## config.mk

```make
export PLATFORM = sky130hd
export DESIGN_NAME = param_inst_cache
export DESIGN_NICKNAME = d
export VERILOG_FILES = /design/src/rtl/param_inst_cache.sv
export SDC_FILE = /design/constraint.sdc
export NUM_CORES = 2
export LEC_CHECK = 0
export CAP_MARGIN = 20
export CELL_PAD_IN_SITES_DETAIL_PLACEMENT = 1
export CELL_PAD_IN_SITES_GLOBAL_PLACEMENT = 1
export CORE_MARGIN = 3
export CORE_UTILIZATION = 33
export CTS_BUF_LIST = sky130_fd_sc_hd__clkbuf_16
export CTS_CLUSTER_SIZE = 20
export DETAILED_ROUTE_END_ITERATION = 8
export DONT_BUFFER_PORTS = 1
export PLACE_DENSITY = 0.6
export SLEW_MARGIN = 20
export SYNTH_ARGS = -nofsm -noshare
export SYNTH_HDL_FRONTEND = slang
export SYNTH_HIERARCHICAL = 1
export SYNTH_SLANG_ARGS = --single-unit
```

## constraint.sdc

```tcl
create_clock -name clock -period 29.2 [get_ports clock]
set_input_delay 4.38 -clock clock [delete_from_list [all_inputs] [get_ports clock]]
set_output_delay 4.38 -clock clock [all_outputs]
set_load 0.02 [all_outputs]
```

## src/rtl/param_inst_cache.sv

```systemverilog
// param_inst_cache: parametrised read-only instruction cache between CPU fetch
// and block-wide instruction memory. 1- or 2-way (LRU), flush, and a two-state
// miss FSM (IDLE / MEM_READ) that refills one whole block per miss.
//
// Optional feature: define ICACHE_STATS_EN to add saturating hit_count and
// miss_count outputs.
//
// Ports:
//   clock, reset_n     rising-edge clock, async active-low reset
//   read, address      fetch request and byte address (bits [1:0] ignored)
//   flush              invalidate all lines
//   readdata           hit word (0 when not hitting)
//   busywait           CPU stall
//   mem_read           registered block read request
//   mem_address        block address (address[ADDR_W-1:OFF_W])
//   mem_readdata       refill block
//   mem_busywait       memory busy
//   hit_count/miss_count  (ICACHE_STATS_EN only) IDLE-cycle fetch counters

// One way of storage: valid, tag and data per set, with a lookup port for the
// current fetch and a fill port for the refill.
module param_inst_cache_way #(
  parameter int SETS   = 8,
  parameter int IDX_W  = 3,
  parameter int TAG_W  = 25,
  parameter int WPB    = 4,
  parameter int WSEL_W = 2
) (
  input  logic              clock,
  input  logic              reset_n,
  input  logic [IDX_W-1:0]  rd_idx,
  input  logic [TAG_W-1:0]  rd_tag,
  input  logic [WSEL_W-1:0] rd_word,
  input  logic              fill_en,
  input  logic [IDX_W-1:0]  fill_idx,
  input  logic [TAG_W-1:0]  fill_tag,
  input  logic [WPB*32-1:0] fill_data,
  input  logic              inval_all,
  output logic              line_vld,
  output logic              line_hit,
  output logic [31:0]       line_word
);
  logic [SETS-1:0]      valid;
  logic [TAG_W-1:0]     tag_mem  [SETS];
  logic [WPB-1:0][31:0] data_mem [SETS];
  logic [WPB-1:0][31:0] rd_blk;

  // Invalidation wins over a same-edge fill (flush racing a refill).
  always_ff @(posedge clock or negedge reset_n) begin
    if (!reset_n)       valid <= '0;
    else if (inval_all) valid <= '0;
    else if (fill_en)   valid[fill_idx] <= 1'b1;
  end

  always_ff @(posedge clock) begin
    if (fill_en) begin
      tag_mem[fill_idx]  <= fill_tag;
      data_mem[fill_idx] <= fill_data;
    end
  end

  assign rd_blk   = data_mem[rd_idx];
  assign line_vld = valid[rd_idx];
  assign line_hit = line_vld && (tag_mem[rd_idx] == rd_tag);

  if (WPB > 1) begin : g_wsel
    assign line_word = rd_blk[rd_word];
  end else begin : g_wsel1
    logic unused_word;
    assign unused_word = ^rd_word;
    assign line_word   = rd_blk[0];
  end
endmodule

module param_inst_cache #(
  parameter int ADDR_W          = 32,
  parameter int SETS            = 8,
  parameter int WAYS            = 2,
  parameter int WORDS_PER_BLOCK = 4,
  localparam int OFF_W  = $clog2(WORDS_PER_BLOCK) + 2,
  localparam int IDX_W  = $clog2(SETS),
  localparam int TAG_W  = ADDR_W - IDX_W - OFF_W,
  localparam int BLK_W  = 32 * WORDS_PER_BLOCK,
  localparam int WSEL_W = (WORDS_PER_BLOCK > 1) ? $clog2(WORDS_PER_BLOCK) : 1
) (
  input  logic                    clock,
  input  logic                    reset_n,
  input  logic                    read,
  input  logic [ADDR_W-1:0]       address,
  input  logic                    flush,
  output logic [31:0]             readdata,
  output logic                    busywait,
  output logic                    mem_read,
  output logic [ADDR_W-OFF_W-1:0] mem_address,
  input  logic [BLK_W-1:0]        mem_readdata,
  input  logic                    mem_busywait
`ifdef ICACHE_STATS_EN
  ,
  output logic [31:0]             hit_count,
  output logic [31:0]             miss_count
`endif
);
  if (WAYS < 1 || WAYS > 2 || SETS < 2 || (SETS & (SETS - 1)) != 0 ||
      WORDS_PER_BLOCK < 1 || (WORDS_PER_BLOCK & (WORDS_PER_BLOCK - 1)) != 0) begin : g_bad_param
    $error("param_inst_cache: illegal WAYS/SETS/WORDS_PER_BLOCK");
  end

  typedef enum logic {IDLE = 1'b0, MEM_READ = 1'b1} state_t;
  state_t state;

  logic [IDX_W-1:0]  idx, lat_idx;
  logic [TAG_W-1:0]  tag, lat_tag;
  logic [WSEL_W-1:0] word_sel;
  logic              lat_way, victim, hit_way, flush_pending;
  logic              hit, fill_done, inval_all, hit_upd;
  logic [WAYS-1:0]   way_vld, way_hit, way_fill;
  logic [WAYS-1:0][31:0] way_word;
  logic [31:0]       hit_word;
  logic              unused_addr;

  assign idx         = address[OFF_W+IDX_W-1:OFF_W];
  assign tag         = address[ADDR_W-1:OFF_W+IDX_W];
  assign unused_addr = ^address[1:0];

  if (WORDS_PER_BLOCK > 1) begin : g_word
    assign word_sel = address[OFF_W-1:2];
  end else begin : g_word1
    assign word_sel = '0;
  end

  assign fill_done = (state == MEM_READ) && !mem_busywait;
  // A flush seen anywhere in the refill (including its last edge) kills the
  // freshly filled line along with everything else.
  assign inval_all = ((state == IDLE) && flush) ||
                     (fill_done && (flush_pending || flush));
  assign hit       = read && (|way_hit);
  assign hit_upd   = (state == IDLE) && !flush && hit;

  for (genvar w = 0; w < WAYS; w++) begin : g_way
    assign way_fill[w] = fill_done && (lat_way == 1'(w));
    param_inst_cache_way #(
      .SETS(SETS), .IDX_W(IDX_W), .TAG_W(TAG_W),
      .WPB(WORDS_PER_BLOCK), .WSEL_W(WSEL_W)
    ) u_way (
      .clock     (clock),
      .reset_n   (reset_n),
      .rd_idx    (idx),
      .rd_tag    (tag),
      .rd_word   (word_sel),
      .fill_en   (way_fill[w]),
      .fill_idx  (lat_idx),
      .fill_tag  (lat_tag),
      .fill_data (mem_readdata),
      .inval_all (inval_all),
      .line_vld  (way_vld[w]),
      .line_hit  (way_hit[w]),
      .line_word (way_word[w])
    );
  end

  // LRU bit names the way to evict next in that set.
  if (WAYS == 2) begin : g_lru
    logic [SETS-1:0] lru;
    assign hit_way = way_hit[1];
    assign victim  = !way_vld[0] ? 1'b0 : (!way_vld[1] ? 1'b1 : lru[idx]);

    always_ff @(posedge clock or negedge reset_n) begin
      if (!reset_n)       lru <= '0;
      else if (inval_all) lru <= '0;
      else if (hit_upd)   lru[idx] <= ~hit_way;
      else if (fill_done) lru[lat_idx] <= ~lat_way;
    end
  end else begin : g_dm
    logic unused_vld;
    assign unused_vld = ^way_vld;
    assign hit_way    = 1'b0;
    assign victim     = 1'b0;
  end

  always_comb begin
    hit_word = '0;
    for (int w = 0; w < WAYS; w++)
      if (way_hit[w]) hit_word = way_word[w];
  end

  assign readdata = hit ? hit_word : 32'd0;
  assign busywait = (state != IDLE) || (read && !hit) || flush;

  always_ff @(posedge clock or negedge reset_n) begin
    if (!reset_n) begin
      state         <= IDLE;
      mem_read      <= 1'b0;
      mem_address   <= '0;
      lat_idx       <= '0;
      lat_tag       <= '0;
      lat_way       <= 1'b0;
      flush_pending <= 1'b0;
    end else begin
      case (state)
        IDLE: begin
          if (!flush && read && !hit) begin
            lat_idx     <= idx;
            lat_tag     <= tag;
            lat_way     <= victim;
            mem_read    <= 1'b1;
            mem_address <= address[ADDR_W-1:OFF_W];
            state       <= MEM_READ;
          end
        end
        MEM_READ: begin
          if (flush) flush_pending <= 1'b1;
          if (!mem_busywait) begin
            mem_read      <= 1'b0;
            flush_pending <= 1'b0;
            state         <= IDLE;
          end
        end
        default: state <= IDLE;
      endcase
    end
  end

`ifdef ICACHE_STATS_EN
  always_ff @(posedge clock or negedge reset_n) begin
    if (!reset_n) begin
      hit_count  <= '0;
      miss_count <= '0;
    end else if ((state == IDLE) && read && !flush) begin
      if (hit) begin
        if (hit_count != 32'hFFFF_FFFF) hit_count <= hit_count + 32'd1;
      end else begin
        if (miss_count != 32'hFFFF_FFFF) miss_count <= miss_count + 32'd1;
      end
    end
  end
`endif
endmodule

```

# ---- Word level (Yosys, flattened, before mapping)
# Memory sizes are Yosys's and may differ from the RTL's.
# Index checks and enable logic that the tools add are counted.
dict set report word_totals {
  register_bits 84
  mem_bits_rw 2448
  out_inout_bits 62
  word_cells 98
  n_memories 4
}
# memory words word_bits read_ports rd_clocked_by_memory_dff wr line
set mem_list {}
lappend mem_list {{g_way[0].u_way.data_mem} 8 128 1 0 1 45} ;# logic [WPB-1:0][31:0] data_mem [SETS];
lappend mem_list {{g_way[1].u_way.data_mem} 8 128 1 0 1 45}
lappend mem_list {{g_way[0].u_way.tag_mem} 8 25 1 0 1 44} ;# logic [TAG_W-1:0] tag_mem [SETS];
lappend mem_list {{g_way[1].u_way.tag_mem} 8 25 1 0 1 44}
dict set report op_classes {
  magnitude_cmp 5
  n_eq_ne 5
  mux 40
  n_bitwise 5
  n_reduce_logical 29
}
# op n
set op_table {}
lappend op_table {{two-way mux 32 bit} 5}
lappend op_table {{binary-select mux 32 bit (select 2 bit)} 2}
lappend op_table {{two-way mux 8 bit} 7}
lappend op_table {{equality test 25 bit} 2}
lappend op_table {{two-way mux 1 bit} 17}
lappend op_table {{bitwise mux 8 bit} 2}
lappend op_table {{bitwise OR 8 bit} 2}
lappend op_table {{logical AND 1 bit} 15}
lappend op_table {{binary-select mux 1 bit (select 3 bit)} 3}
lappend op_table {{< comparator 3 x 4 -> 1 bit, second input constant} 2}
lappend op_table {{demux 1 bit (select 3 bit)} 2}
lappend op_table {{greater-or-equal comparator 3 x 1 -> 1 bit, second input constant} 2}
lappend op_table {{AND reduction 2 bit} 3}
lappend op_table {{logical OR 1 bit} 4}
lappend op_table {{inequality test 2 bit, second input constant} 2}
lappend op_table {{one-hot mux 1 bit (2 select lines)} 2}
lappend op_table {{nonzero test 2 bit} 2}
lappend op_table {{zero test 1 bit} 3}
lappend op_table {{< comparator 2 x 3 -> 1 bit, second input constant} 1}
lappend op_table {{NOT 1 bit} 3}
lappend op_table {{nonzero test 3 bit} 1}
lappend op_table {{inequality test 2 x 1 -> 1 bit, second input constant} 1}
lappend op_table {{OR reduction 2 bit} 1}

# ---- Logic depth before layout (Yosys ltp)
dict set report logic_depth {
  ltp_word 9
  depth_mapped 15
}

# ---- By module
# The synthesis kept the hierarchy.
# module instances cells_each area_each_um2
set modules_own_cells {}
lappend modules_own_cells {{param_inst_cache_way (g_way[1].u_way)} 1 1862 46941.3}
lappend modules_own_cells {{param_inst_cache_way (g_way[0].u_way)} 1 1862 46936.3}
lappend modules_own_cells {param_inst_cache 1 264 2602.5}

# ---- Worst setup path after synthesis
# Ideal clock, no wire load.
dict set report synth_timing {
  path_type {input-to-reg}
  from {in mem_busywait}
  to {mem g_way[0].u_way/data_mem[1][0] in the netlist's numbering, enable pin}
  setup_time_ps 855
  arrival_time_ps 15118
  path_slack_ps 13227
  cell_stages 5
  path_buffers 0
  cell_sequence {inv_1 -> nand2_1 -> nor2_1 -> nand2_1 -> nor3_1}
}
dict set report synth_via {
  elab_chain_cells 5
}
# item line
set synth_rtl {}
lappend synth_rtl {{start: declaration} 96} ;# input logic mem_busywait
lappend synth_rtl {{zero test 1 bit} n/a}
lappend synth_rtl {{logical AND 1 bit} 131} ;# assign fill_done = (state == MEM_READ) && !mem_busywait;
lappend synth_rtl {{logical AND 1 bit} 140} ;# assign way_fill[w] = fill_done && (lat_way == 1'(w));
lappend synth_rtl {{via way_fill[0]} 116} ;# logic [WAYS-1:0] way_vld, way_hit, way_fill;
lappend synth_rtl {{two-way mux 1 bit} 56} ;# if (fill_en) begin
lappend synth_rtl {{two-way mux 1 bit (not written as such)} 58} ;# data_mem[fill_idx] <= fill_data;
lappend synth_rtl {{end: declaration} 45}
# The timed path passes the listed nets, and every way through them passes these cells.

# ---- Final worst setup path
dict set report layout_timing {
  from {in address[5]}
  to {out readdata[3]}
}
dict set report layout_via {
  elab_chain_cells 6
  word_cells_on_any_way 21
  classes_between {eq/ne (2); mux (11); reduce/logical (4); memory (4)}
}
# item line
set layout_rtl {}
lappend layout_rtl {{start: declaration} 89} ;# input logic [ADDR_W-1:0] address,
lappend layout_rtl {{memory (8 x 25 bit) or binary-select mux 1 bit (select 3 bit) (tied branches)} n/a}
lappend layout_rtl {{equality test 25 bit or two-way mux 1 bit (tied branches)} {64, 63}}
lappend layout_rtl {{logical AND 1 bit *} 64} ;# assign line_hit = line_vld && (tag_mem[rd_idx] == rd_tag);
lappend layout_rtl {{via hit_way} 114} ;# logic lat_way, victim, hit_way, flush_pending;
lappend layout_rtl {{OR reduction 2 bit} 136} ;# assign hit = read && (|way_hit);
lappend layout_rtl {{logical AND 1 bit} 136}
lappend layout_rtl {{two-way mux 32 bit *} 186} ;# assign readdata = hit ? hit_word : 32'd0;
lappend layout_rtl {{end: declaration} 91} ;# output logic [31:0] readdata,
# The timed path passes the listed nets; every way through them passes the cells marked *. The select of a mux whose other input is x is not followed.

==> summary.txt <==
Clocking
  • Total number of clock tree sinks: ~2500
  • Clock tree root driver cell: sky130_fd_sc_hd__clkbuf_16
  • Max H-tree Level: 5
  • Clk pin slew, worst setup/hold paths: about 0.06 ns
  • # resized after CTS: 0
  • Count of hold buffers inserted by post-cts repair: 0
  • Number of buffers between clock root and the deepest sink: 4
  • TritonCTS clock tree: built
  • Number of buffers added by the clock tree synthesis step: around 270
  • Source-to-sink clock delay at the later pin of the worst-skew pair: about 0.85 ns
  • Post-CTS setup repair buffer count: 0

Status
  • Status: finished, final reports clean

Global routing
  • First-pass GRT wire length: ~350000 microns
  • Largest net degree at the start of global routing: 637
  • Overall overflow remaining after global route: 0
  • Number of antenna violations at the first check in global routing: 7
  • Via count of the first global-routing pass: 46700
  • Total global routing track utilization: 15.9%

Floorplan
  • Chip height: 547 microns
  • Std-Cell Core Area: between 200000 and 300000 sq um
  • Chip width: around 550 microns
  • Floorplan die area: roughly 300000 sq um
  • Top Ports: between 200 and 250
  • Initial Utilization: 33.3%
  • Num rows: between 150 and 200

Yosys
  • Number of distinct library cells after synthesis: about 50
  • Cells after Synth: between 3000 and 4000
  • Net Count, Synth: slightly above 4000
  • Sequential cell area fraction in the yosys report: between 70% and 80%
  • Cell area after technology mapping: around 96000 sq um
  • Post-synthesis async set-or-reset flop share: 2.24%
  • Area leader, netlist: sky130_fd_sc_hd__edfxtp_1
  • EDFF count, synth: about 2400
  • Cell types occupying the most area after synthesis: sky130_fd_sc_hd__edfxtp_1 76%, sky130_fd_sc_hd__mux4_2 17%, sky130_fd_sc_hd__dfrtp_1 1.5%
  • Portion of synthesized cell area occupied by the leading cell type: 76.2%
  • Number of synthesis warnings: 6
  • Yosys reg bits: around 2500
  • Per-instance average area after synthesis: ~24 sq um
  • Leading register cell type out of synthesis: sky130_fd_sc_hd__edfxtp_1

Critical path
  • Sort of element at the end of the critical path: primary output
  • Endpoint required time on the critical path: ~25 ns
  • Crit Path Category: input pin to primary output
  • Critical Path Start Type: input pin
  • Cell count of the worst reg-to-reg path: 6
  • Critical-path maximum fanout: between 100 and 150
  • Critical R2R Launch: state
  • Worst path arrival time: ~10 ns
  • Origin of the worst setup path: address[5]

STA
  • Tightest hold margin: approximately 0.49 ns
  • Total setup violations reported at the end of the flow: 0
  • Post-route minimum period: between 10 and 15 ns
  • Fraction of the cycle the final worst path needs: approximately 49%
  • Setup repair after global routing missed its margin: false
  • Timing-limited maximum frequency: between 0.07 and 0.08 GHz
  • Max-Slew Margin vs Limit: between 10% and 20%
  • Pins Over Slew Limit: 0
  • Total negative slack for setup checks: 0 ns
  • Final setup skew: approximately 0.065 ns
  • Final hold vios: 0
  • Post-layout worst setup margin: 15.00 ns
  • Worst Tran Pin Value: between 1 and 1.5 ns

Route
  • Detailed router's first-iteration violation count: slightly below 4000
  • Wire length after detailed routing: about 240000 microns
  • Residual DRC: 0
  • Routed vias: around 43000
  • Number of antenna-violating nets in the routed design: 0
  • Average detailed-routed wire length per instance: around 30 microns
  • Drt first pass iters: 5
  • Vias per cell: 5.20

Min path
  • Number of stages on the worst hold path: 1
  • Worst Hold Class: flip-flop to flip-flop
  • Worst Min Path Start: g_lru.lru[5]

Power and ir drop
  • Worst ir drop on vdd: slightly above 0.05 mV
  • Total design power: 7570 uW
  • Power per cell area: about 69 nW/um^2
  • Reported leakage power: ~0.034 uW

Final layout
  • Final-layout fill cell count: approximately 27000
  • Share of cells above drive strength 1: about 28%
  • Post-layout net count: between 4000 and 5000
  • Non-Filler Instances: 8192
  • Growth of design area from synthesis to finish: 13.3%

Flow run
  • Max-cap check violation count: 0

Place
  • IO Port Bufs: 0
  • Detailed placer's ending HPWL: 120000 microns
  • Routability-driven placement congestion ratio: approximately 0.7
  • Pre-CTS worst setup slack: approximately 15 ns
  • Number of cells in the design after placement: 7721
logic make-up (layout without fill, tap and decap cells):
| kind of cell | after synthesis | after routing | synth area share, % |
|---|---|---|---|
| multiplexers | 905 | 905 | 18.9 |
| AND/OR/NAND/NOR | 216 | 216 | 1.18 |
| flip-flops | 2504 | 2504 | 77.6 |
| AO/OA/AOI/OAI | 110 | 110 | 0.807 |
| other | 0 | 4 | 0 |
| XOR/XNOR | 38 | 38 | 0.345 |
| buffers and inverters | 215 | 535 | 1.15 |
through the flow:
stage	utilization [%]	cell area [sq um]
final	37.8	109000
after global routing	37.8	109000
after CTS	37.7	109000
after detailed placement	35.0	101000
after global placement	34.9	101000
after floorplan	-	96500
cell type report:
| class | instances | area, sq um | area share (%) |
|---|---|---|---|
| sequential | 2504 | 74900 | 68.5 |
| clock inverter | 186 | 1120 | 1.02 |
| timing repair buffer | 69 | 947 | 0.866 |
| tap | 3880 | 4850 | 4.44 |
| antenna | 4 | 10.0 | 0.00915 |
| inverter | 4 | 15.0 | 0.0137 |
| multi-input combinational | 1269 | 20600 | 18.8 |
| clock buffer | 276 | 6910 | 6.32 |
power breakdown:
group          internal (uW)  switching [uW]
registers               4040            63.5
logic                    155             157
clock network           1800            1360
total                   5990            1580
cell usage in the layout, fill, tap and decap left out, types with 5 or more instances in the layout:
cell and n:
sky130_fd_sc_hd__inv_6 9, sky130_fd_sc_hd__o21ai_0 12, sky130_fd_sc_hd__nand2b_1 13, sky130_fd_sc_hd__buf_4 43, sky130_fd_sc_hd__nor3_1 6, sky130_fd_sc_hd__bufinv_16 10
sky130_fd_sc_hd__inv_1 67, sky130_fd_sc_hd__mux2i_1 82, sky130_fd_sc_hd__edfxtp_1 2448, sky130_fd_sc_hd__a21oi_1 17, sky130_fd_sc_hd__clkinvlp_4 5, sky130_fd_sc_hd__xor2_1 28
sky130_fd_sc_hd__nor4_1 8, sky130_fd_sc_hd__nand4_1 6, sky130_fd_sc_hd__clkbuf_16 276, sky130_fd_sc_hd__buf_16 15, sky130_fd_sc_hd__xnor2_1 10, sky130_fd_sc_hd__nand2_1 38
sky130_fd_sc_hd__nor2b_1 45, sky130_fd_sc_hd__dfrtp_1 56, sky130_fd_sc_hd__mux2_1 35, sky130_fd_sc_hd__a22oi_1 50, sky130_fd_sc_hd__nand3_1 11, sky130_fd_sc_hd__clkinv_1 54
sky130_fd_sc_hd__nor2_1 44, sky130_fd_sc_hd__clkinv_2 40, sky130_fd_sc_hd__o2111ai_1 6, sky130_fd_sc_hd__mux2_2 67, sky130_fd_sc_hd__buf_12 10, sky130_fd_sc_hd__a31oi_1 6
sky130_fd_sc_hd__and4_1 7, sky130_fd_sc_hd__nor2_4 13, sky130_fd_sc_hd__mux4_2 721, sky130_fd_sc_hd__and3_1 6
registers in the layout (all words and copies together), names as in the netlist:
name and count:
g_way.u_way/data_mem 2048, g_way.u_way/tag_mem 400, mem_address 28, g_way.u_way/valid 16, g_lru.lru 8, flush_pending 1
lat_way 1, mem_read 1, state 1
path summary, 6_finish.rpt:
check / end / slack (ns)
min: g_lru.lru[5] / 0.49
min in group asynchronous: g_lru.lru[1] / 3.24
max: readdata[3] / 15.00
max reg2reg: g_way[1].u_way/data_mem[5][53] / 24.91
max in group asynchronous: mem_address[23] / 25.75
min reg2reg: g_lru.lru[5] / 0.49
worst max-delay path, stage by stage:
cell and delay, ns:
sky130_fd_sc_hd__buf_16 0.43, sky130_fd_sc_hd__buf_16 0.58, sky130_fd_sc_hd__mux4_2 0.60, sky130_fd_sc_hd__mux2i_1 0.19, sky130_fd_sc_hd__xor2_1 0.18, sky130_fd_sc_hd__o2111ai_1 0.30
sky130_fd_sc_hd__nor4_1 0.51, sky130_fd_sc_hd__and4_4 0.44, sky130_fd_sc_hd__buf_4 0.73, sky130_fd_sc_hd__a22oi_1 0.21, sky130_fd_sc_hd__nor2b_1 0.81
cell usage after synthesis, types with 2 or more instances:
master	number
sky130_fd_sc_hd__a21oi_1	17
sky130_fd_sc_hd__a221oi_1	4
sky130_fd_sc_hd__a22oi_1	50
sky130_fd_sc_hd__a31oi_1	6
sky130_fd_sc_hd__and2_1	3
sky130_fd_sc_hd__and3_1	6
sky130_fd_sc_hd__and4_1	8
sky130_fd_sc_hd__buf_1	13
sky130_fd_sc_hd__buf_2	133
sky130_fd_sc_hd__buf_4	13
sky130_fd_sc_hd__buf_6	12
sky130_fd_sc_hd__clkbuf_1	40
sky130_fd_sc_hd__dfrtp_1	56
sky130_fd_sc_hd__edfxtp_1	2448
sky130_fd_sc_hd__inv_1	4
sky130_fd_sc_hd__mux2_1	35
sky130_fd_sc_hd__mux2_2	67
sky130_fd_sc_hd__mux2i_1	82
sky130_fd_sc_hd__mux4_2	721
sky130_fd_sc_hd__nand2_1	39
sky130_fd_sc_hd__nand2b_1	13
sky130_fd_sc_hd__nand3_1	11
sky130_fd_sc_hd__nand4_1	6
sky130_fd_sc_hd__nand4b_1	2
sky130_fd_sc_hd__nor2_1	56
sky130_fd_sc_hd__nor2b_1	46
sky130_fd_sc_hd__nor3_1	10
sky130_fd_sc_hd__nor4_1	8
sky130_fd_sc_hd__nor4bb_1	2
sky130_fd_sc_hd__o2111ai_1	6
sky130_fd_sc_hd__o21ai_0	12
sky130_fd_sc_hd__o21ai_1	3
sky130_fd_sc_hd__o221ai_1	4
sky130_fd_sc_hd__xnor2_1	10
sky130_fd_sc_hd__xor2_1	28
layer usage:
layer	up-vias	share of wire [%]	wire length [microns]	track usage, %
met1	23900	42	101000	21.0
met5	-	0	0	0
met4	0	2.2	5180	3.82
li1	17400	-	-	-
met2	999	51	122000	27.0
met3	314	5.3	12700	3.11
Power figures use the tool's default switching activity.
